$ cat src/rtl/gearbox_66_64_tx.sv
// Transmit 64b/66b gearbox: {head, 2 x 32-bit payload} blocks in, one 32-bit line word out every cycle.
// Optional payload scrambler (1+x^39+x^58) enabled by defining GEARBOX_TX_SCRAMBLE_EN.
//
// state  | meaning
// W_EVEN | next accepted word is a block start: header + payload bits [31:0]
// W_ODD  | next accepted word is payload bits [63:32]
module gearbox_66_64_tx #(
   parameter logic [1:0]  UNDERRUN_HEAD = 2'b00,
   parameter logic [31:0] UNDERRUN_DATA = 32'h0000_0000
) (
   input  logic        clk_i,
   input  logic        rst_i,
   input  logic [31:0] data_i,
   input  logic [1:0]  head_i,
   input  logic        valid_i,
   output logic        ready_o,
   output logic [31:0] data_o,
   output logic        data_valid_o,
   output logic        underrun_o,
   output logic [5:0]  seq_o
);

   typedef enum logic {W_EVEN, W_ODD} word_t;

   word_t       wstate, wstate_nxt;
   logic [5:0]  seq, seq_nxt;
   logic        ready_q;
   logic [31:0] buf_q, buf_nxt;
   logic [6:0]  occ_q, occ_nxt, comb_occ;
   logic [63:0] comb_bits;
   logic [33:0] word_ins;
   logic [6:0]  ins_w;
   logic [1:0]  head_sel;
   logic [31:0] data_sel, data_enc;
   logic        out_fire;

   assign head_sel = valid_i ? head_i : UNDERRUN_HEAD;
   assign data_sel = valid_i ? data_i : UNDERRUN_DATA;

`ifdef GEARBOX_TX_SCRAMBLE_EN
   logic [57:0] scr_q, scr_nxt;

   // Self-synchronous: each scrambled bit is fed back into the state, LSB first.
   always_comb begin
      scr_nxt  = scr_q;
      data_enc = '0;
      for (int i = 0; i < 32; i++) begin
         data_enc[i] = data_sel[i] ^ scr_nxt[38] ^ scr_nxt[57];
         scr_nxt     = {scr_nxt[56:0], data_sel[i] ^ scr_nxt[38] ^ scr_nxt[57]};
      end
   end

   always_ff @(posedge clk_i) begin
      if (!rst_i) begin
         scr_q <= '1;
      end else if (ready_q) begin
         scr_q <= scr_nxt;
      end
   end
`else
   assign data_enc = data_sel;
`endif

   always_comb begin
      seq_nxt    = (seq == 6'd32) ? 6'd0 : seq + 6'd1;
      wstate_nxt = wstate;
      word_ins   = '0;
      ins_w      = '0;
      out_fire   = 1'b0;
      if (ready_q) begin
         case (wstate)
            W_EVEN: begin
               word_ins   = {data_enc, head_sel};
               ins_w      = 7'd34;
               wstate_nxt = W_ODD;
            end
            W_ODD: begin
               word_ins   = {2'b00, data_enc};
               ins_w      = 7'd32;
               wstate_nxt = W_EVEN;
            end
            default: wstate_nxt = W_EVEN;
         endcase
      end
      // occ_q + ins_w never exceeds 64, so the shifted word always fits.
      comb_bits = {32'h0, buf_q} | ({30'h0, word_ins} << occ_q);
      comb_occ  = occ_q + ins_w;
      if (comb_occ >= 7'd32) begin
         out_fire = 1'b1;
         occ_nxt  = comb_occ - 7'd32;
         buf_nxt  = comb_bits[63:32];
      end else begin
         occ_nxt  = comb_occ;
         buf_nxt  = comb_bits[31:0];
      end
   end

   always_ff @(posedge clk_i) begin
      if (!rst_i) begin
         wstate       <= W_EVEN;
         seq          <= '0;
         ready_q      <= 1'b1;
         buf_q        <= '0;
         occ_q        <= '0;
         data_o       <= '0;
         data_valid_o <= 1'b0;
         underrun_o   <= 1'b0;
      end else begin
         wstate  <= wstate_nxt;
         seq     <= seq_nxt;
         ready_q <= (seq_nxt != 6'd32);
         buf_q   <= buf_nxt;
         occ_q   <= occ_nxt;
         if (out_fire) begin
            data_o       <= comb_bits[31:0];
            data_valid_o <= 1'b1;
         end
         if (ready_q && !valid_i) begin
            underrun_o <= 1'b1;
         end
      end
   end

   assign ready_o = ready_q;
   assign seq_o   = seq;

endmodule

$ cat config.mk
export PLATFORM = sky130hd
export DESIGN_NAME = gearbox_66_64_tx
export DESIGN_NICKNAME = d
export VERILOG_FILES = /design/src/rtl/gearbox_66_64_tx.sv
export SDC_FILE = /design/constraint.sdc
export NUM_CORES = 1
export LEC_CHECK = 0
export ABC_AREA = 1
export CAP_MARGIN = 10
export CORE_MARGIN = 2
export CORE_UTILIZATION = 50
export DETAILED_ROUTE_END_ITERATION = 12
export PLACE_DENSITY = 0.73
export SYNTH_ARGS = -nofsm -noshare
export SYNTH_HDL_FRONTEND = slang
export SYNTH_SLANG_ARGS = --single-unit
$ cat constraint.sdc
create_clock -name clk_i -period 6.2 [get_ports clk_i]
set_input_delay 1.86 -clock clk_i [delete_from_list [all_inputs] [get_ports clk_i]]
set_output_delay 1.86 -clock clk_i [all_outputs]
set_load 0.01 [all_outputs]
After elaboration in Yosys (flattened, before gate mapping)
Index checks and enable logic that the tools add are counted.

storage, ports and cells
  register bits = 81
  bits in latches = 0
  memory bits (writable) = 0
  bits in read-only memories = 0
  bits of input ports = 37
  output and inout port bits = 41
  logic and storage cells = 30
  memories kept = 0

operators by class
  $add $sub $neg = 3
  multiply operators = 0
  div/mod/pow operators = 0
  magnitude comparators = 1
  equality and inequality tests = 2
  shift operators = 1
  mux-type cells = 11
  bitwise logic cells = 2
  reduce and logical (&&, ||, !) cells = 2

operators by type and width
  cell                                                                   number
  34-bit case mux with 2 select lines                                    1
  32-bit 2-to-1 mux                                                      2
  32-bit by 64-bit bitwise OR with 64-bit output                         1
  34-bit by 7-bit << shifter with 64-bit output                          1
  34-bit 2-to-1 mux                                                      1
  7-bit 2-to-1 mux                                                       2
  7-bit case mux with 2 select lines                                     1
  7-bit adder                                                            1
  7-bit by 6-bit >= comparator with 1-bit output, second input constant  1
  7-bit by 6-bit subtractor with 7-bit output, second input constant     1
  6-bit by 1-bit adder with 6-bit output, second input constant          1
  6-bit == test, second input constant                                   1
  6-bit 2-to-1 mux                                                       1
  6-bit inequality test, second input constant                           1
  2-bit 2-to-1 mux                                                       1
  1-bit case mux with 2 select lines                                     1
  1-bit logical AND                                                      1
  1-bit zero test                                                        1
  1-bit 2-to-1 mux                                                       1
  1-bit inverter                                                         1

Depth between registers and ports, before layout
  depth in word-level cells = 6
  mapped depth = 16
  gate-level depth less buffers = 14

Least setup slack after synthesis
OpenSTA, ideal clock, no wires.

  path type = input to register
  from = input valid_i
  to = register data_o[29]
  setup time = 114 ps
  data arrival time = 3,000 ps
  required time = 6,086 ps
  path slack = 3,086 ps
  stages on the path = 16
  path buffers = 2
  path through = buf_4 buf_6 nand2_1 inv_1 nand2_2 nand3_1 nand2_1 nand2_1 nand2_1 nand2_1 nand3_1 nand2_1 nand2_1 nand2_1 o21bai_1 inv_1

between the ends
  cells in the longest elaborated chain, start to end = 5
  elaborated cells between the ends (all ways) = 6
  classes of those cells = shift: 1; mux: 4; bitwise: 1

ends and longest elaborated chain
  item                                                          line    source
  start: declaration                                            15      input logic valid_i,
  32-bit 2-to-1 mux / 2-bit 2-to-1 mux (equally long branches)  38, 37
  34-bit case mux with 2 select lines (*)                       71      case (wstate)
  34-bit 2-to-1 mux (*)                                         70      if (ready_q) begin
  34-bit by 7-bit << shifter with 64-bit output (*)             86      comb_bits = {32'h0, buf_q} | ({30'h0, word_ins} << occ_q);
  32-bit by 64-bit bitwise OR with 64-bit output (*)            86
  end signal: assignment                                        115     data_o <= comb_bits[31:0];
  end: declaration                                              17      output logic [31:0] data_o,

Every way passes the cells marked *; elsewhere a longest branch is shown, timed or not.
A chain may end at the register's enable or synchronous reset.

Worst setup path after layout
  from = input valid_i
  to = register buf_q[8]

between the ends
  cells in the longest elaborated chain, start to end = 6
  elaborated cells between the ends (all ways) = 7
  classes of those cells = shift: 1; mux: 5; bitwise: 1

ends and longest elaborated chain
  item                                                          line    source
  32-bit 2-to-1 mux / 2-bit 2-to-1 mux (equally long branches)  38, 37
  34-bit case mux with 2 select lines (*)                       71
  34-bit 2-to-1 mux (*)                                         70
  34-bit by 7-bit << shifter with 64-bit output (*)             86
  32-bit by 64-bit bitwise OR with 64-bit output (*)            86
  32-bit 2-to-1 mux (*)                                         88      if (comb_occ >= 7'd32) begin
  end signal: assignment                                        112     buf_q <= buf_nxt;
  end: declaration                                              28      logic [31:0] buf_q, buf_nxt;

Marks and branches as above.

==> reports/metrics.yaml <==
worstSetupEndpoint: "buf_q[8]"
cts_resized: 0
fin_cells: 1187
synth_compound_area_share_pct: 16.22
drtPass1Iterations: 6
die_w_um: 114.5
rsz0062_at_grt: "false"
crit_start: "valid_i"
drc: 0
finalMaxSlewViolations: 0
via_per_inst: 5.709
syn_inst: 1011
synth_fa_ha_area_share_pct: 1.025
place_ws_ps: 1481
hold_violations: 0
finalWorstSetupSlack_ps: 1791
synthXorXnorAreaFrac_pct: 0.7177
avgSynthCellArea_um2: 6.036
slowest_delay_ps: 1210
antenna_cells: 0
muxShareOfSynthArea_pct: 0
grt_overflow_total: 0
grt_pass1_vias: 6021
critPathKind: "in -> reg"
synthTopCellsByArea: "dfxtp_1, nand3_1, nand2_1, inv_1, o21bai_1"
async_reset_ff_share_pct: 0
wl_um: 18810
fillCellCount: 1208
synth_cell_types: 36
yosysSeqAreaShare_pct: 26.25
core_mm2: 0.01196
p_comb_share_pct: 33.8
cp-end-kind: "flop"
power_mw: 1.682
reg2reg_slack_ps: 2420
dp_hpwl_um: 13010
tritoncts: "done"
clk_latency_ps: 340
drt_iter0_drc: 644
worst_clock_skew_ps: 5.864
routabilityCongestion: 0.9382
dpl.cell_count: 1171
grt_max_degree: 65
post_cts_buffers: 0
cts.sinks: 80
row_count: 40
r2r-end: "buf_q[8]"
final-seq-area_mm2: 0.001603
synth-seq-cells: 80
synth_edf_count: 0
crit_arrival_ps: 4640
postCtsHoldBufs: 0
grtUsageTotal_pct: 29.16
p_int_mw: 1.089
cts_buffers: 9
syn-cell-area_mm2: 0.006102
power_frac_seq_pct: 34.2
p_per_area_mw_per_mm2: 238.9
grt_first_pass_wirelength_um: 30460
hp-class: "reg -> reg"
synth-main-ff-cell: "dfxtp_1"
cts.clk_slew.worst_paths_ps: 60
yosysWarnings: 0
wl_per_cell_um: 15.85
cpMostUsedCell: "nand2_1"
period_minus_slack_ps: 4409
maxCapViolCount: 0
p_clk_share_pct: 31.9
yosysTopAreaCell: "dfxtp_1"
die_area_mm2: 0.01310
cp-start-kind: "primary input"
crit_required_ps: 6430
multi_input_area_mm2: 0.003727
io_pins: 78
ctsHtreeMaxLevel: 3
root_buffer: "clkbuf_16"
via_count: 6777
p_leak_nw: 3.418
r2r_cells: 13
crit_path_max_fanout: 35
slew_headroom_pct: 24.90
antenna_found_initial: 0
p_sw_mw: 0.5933
crit-reg2reg-launch: "ready_o"
die_h_um: 114.5
cts_buffer_depth: 2
start_util_pct: 51.01
drive_gt1_share_pct: 5.481
switching_share_pct: 35.26
slowest_stage: "clkdlybuf4s50_1"
timing.final.crit_share_pct: 71.11
setup_viol: 0
synth_top_family_by_area: "simple AND/OR/NAND/NOR gates"
fmax_mhz: 226.8
port_buffers: 77
area_growth_pct: 15.42
worstMarginPinSlew_ps: 1123
cp_cell_sequence: "clkdlybuf4s50_1 -> nand2_1 -> inv_1 -> nand2_1 -> o21ai_1 -> nand2_1 -> nor2_1 -> inv_1 -> nand2_1 -> nand3_1 -> o21bai_1 -> nand2_1 -> a21oi_1"
synth_top_cell_area_share_pct: 26.25
nNetsFinal: 1077
fin_tns_setup_ps: 0
status: "finished, final reports clean"
antenna_left: 0
post_synth_and_or_nand_nor_area_fraction_pct: 43.12
synth_nets: 1053
vdd_drop_max_mv: 0.1866
[flip-flops by register name (all words and copies together) (netlist names)]
signal / count
buf_q: 32
data_o: 32
occ_q: 6
seq_o: 6
data_valid_o: 1
ready_o: 1
underrun_o: 1
wstate: 1
[synthesized netlist by cell type, types with 2 or more instances]
| master | n |
|---|---|
| o21bai_1 | 42 |
| nand3_1 | 273 |
| nand4_1 | 6 |
| o21ai_0 | 42 |
| nor2_2 | 4 |
| or2_1 | 2 |
| buf_1 | 10 |
| a21oi_1 | 58 |
| o211ai_2 | 2 |
| inv_2 | 6 |
| nor3_2 | 2 |
| or2_0 | 2 |
| nand3_2 | 3 |
| buf_2 | 26 |
| nor2_1 | 14 |
| o21bai_2 | 7 |
| o211ai_1 | 4 |
| buf_4 | 5 |
| clkinv_1 | 2 |
| buf_6 | 7 |
| o21ai_1 | 8 |
| ha_1 | 5 |
| nand2_1 | 264 |
| dfxtp_1 | 80 |
| xor2_1 | 4 |
| clkbuf_1 | 24 |
| inv_1 | 97 |
| nand2_2 | 4 |
[routing by layer]
layer	part of all wire (%)	vias to the layer above	GRT usage, %
met2	45	256	46.39
met4	3.9	0	12.52
li1	-	3400	-
met5	0	-	0
met3	6.2	48	4.129
met1	45	3073	39.47
[stage by stage]
step                area [um2]  util, %  hold slack (ps)
global route              7043    58.88            516.4
CTS                       7043    58.88            479.8
floorplan                 6102        -            490.9
global placement          6744    56.38            460.1
detailed placement        6744    56.38            468.2
finish                    7043    58.88            472.1
[cell families after synthesis]
group	Yosys count
flip-flops	80
AND/OR/NAND/NOR	580
adder cells (fa/ha/maj)	5
buffers and inverters	178
XOR/XNOR	5
AO/OA/AOI/OAI	163
[placed cells by master, fill, tap and decap left out, drive strengths merged, types with 8 or more instances in the layout]
cell type / Yosys / layout
a21oi: 58 / 58
buf: 48 / 8
clkbuf: 24 / 11
clkdlybuf4s50: 0 / 77
dfxtp: 80 / 80
inv: 103 / 103
nand2: 269 / 269
nand3: 277 / 277
nor2: 19 / 19
o21ai: 50 / 50
o21bai: 49 / 49
[worst max-delay path, delay by kind of cell]
| kind | cells | cell delay [ps] |
|---|---|---|
| compound gates | 3 | 590 |
| simple gates | 7 | 770 |
| buf+inv | 3 | 1410 |
[worst min path at each step]
stage / from / endpoint / slack (ps) / depth (start not counted)
finish: underrun_o / underrun_o / 470 / 2
global route: data_valid_o / data_valid_o / 520 / 2
CTS: underrun_o / underrun_o / 480 / 2
detailed placement: underrun_o / underrun_o / 470 / 2
global placement: underrun_o / underrun_o / 460 / 2
floorplan: seq_o[0] / seq_o[0] / 490 / 1
[power groups by stage]
stage          Combinational [mW]  Clock [mW]  Sequential (mW)
2_1_floorplan               0.357           0            0.599
3_3_place_gp                0.557           0            0.587
3_5_place_dp                0.558           0            0.587
4_1_cts                     0.562       0.541            0.576
5_1_grt                     0.632       0.562            0.579
6_report                    0.569       0.538            0.576
[area by class of cell]
cell class,count,share of cell area [%]
clock buffers,11,3.446
inverters,106,5.667
clock inverters,5,0.7994
flip-flops and latches,80,22.76
multi-input cells,753,52.92
repair buffers,85,11.80
well taps,147,2.611
Note: power is estimated with default switching activity, not from simulation.
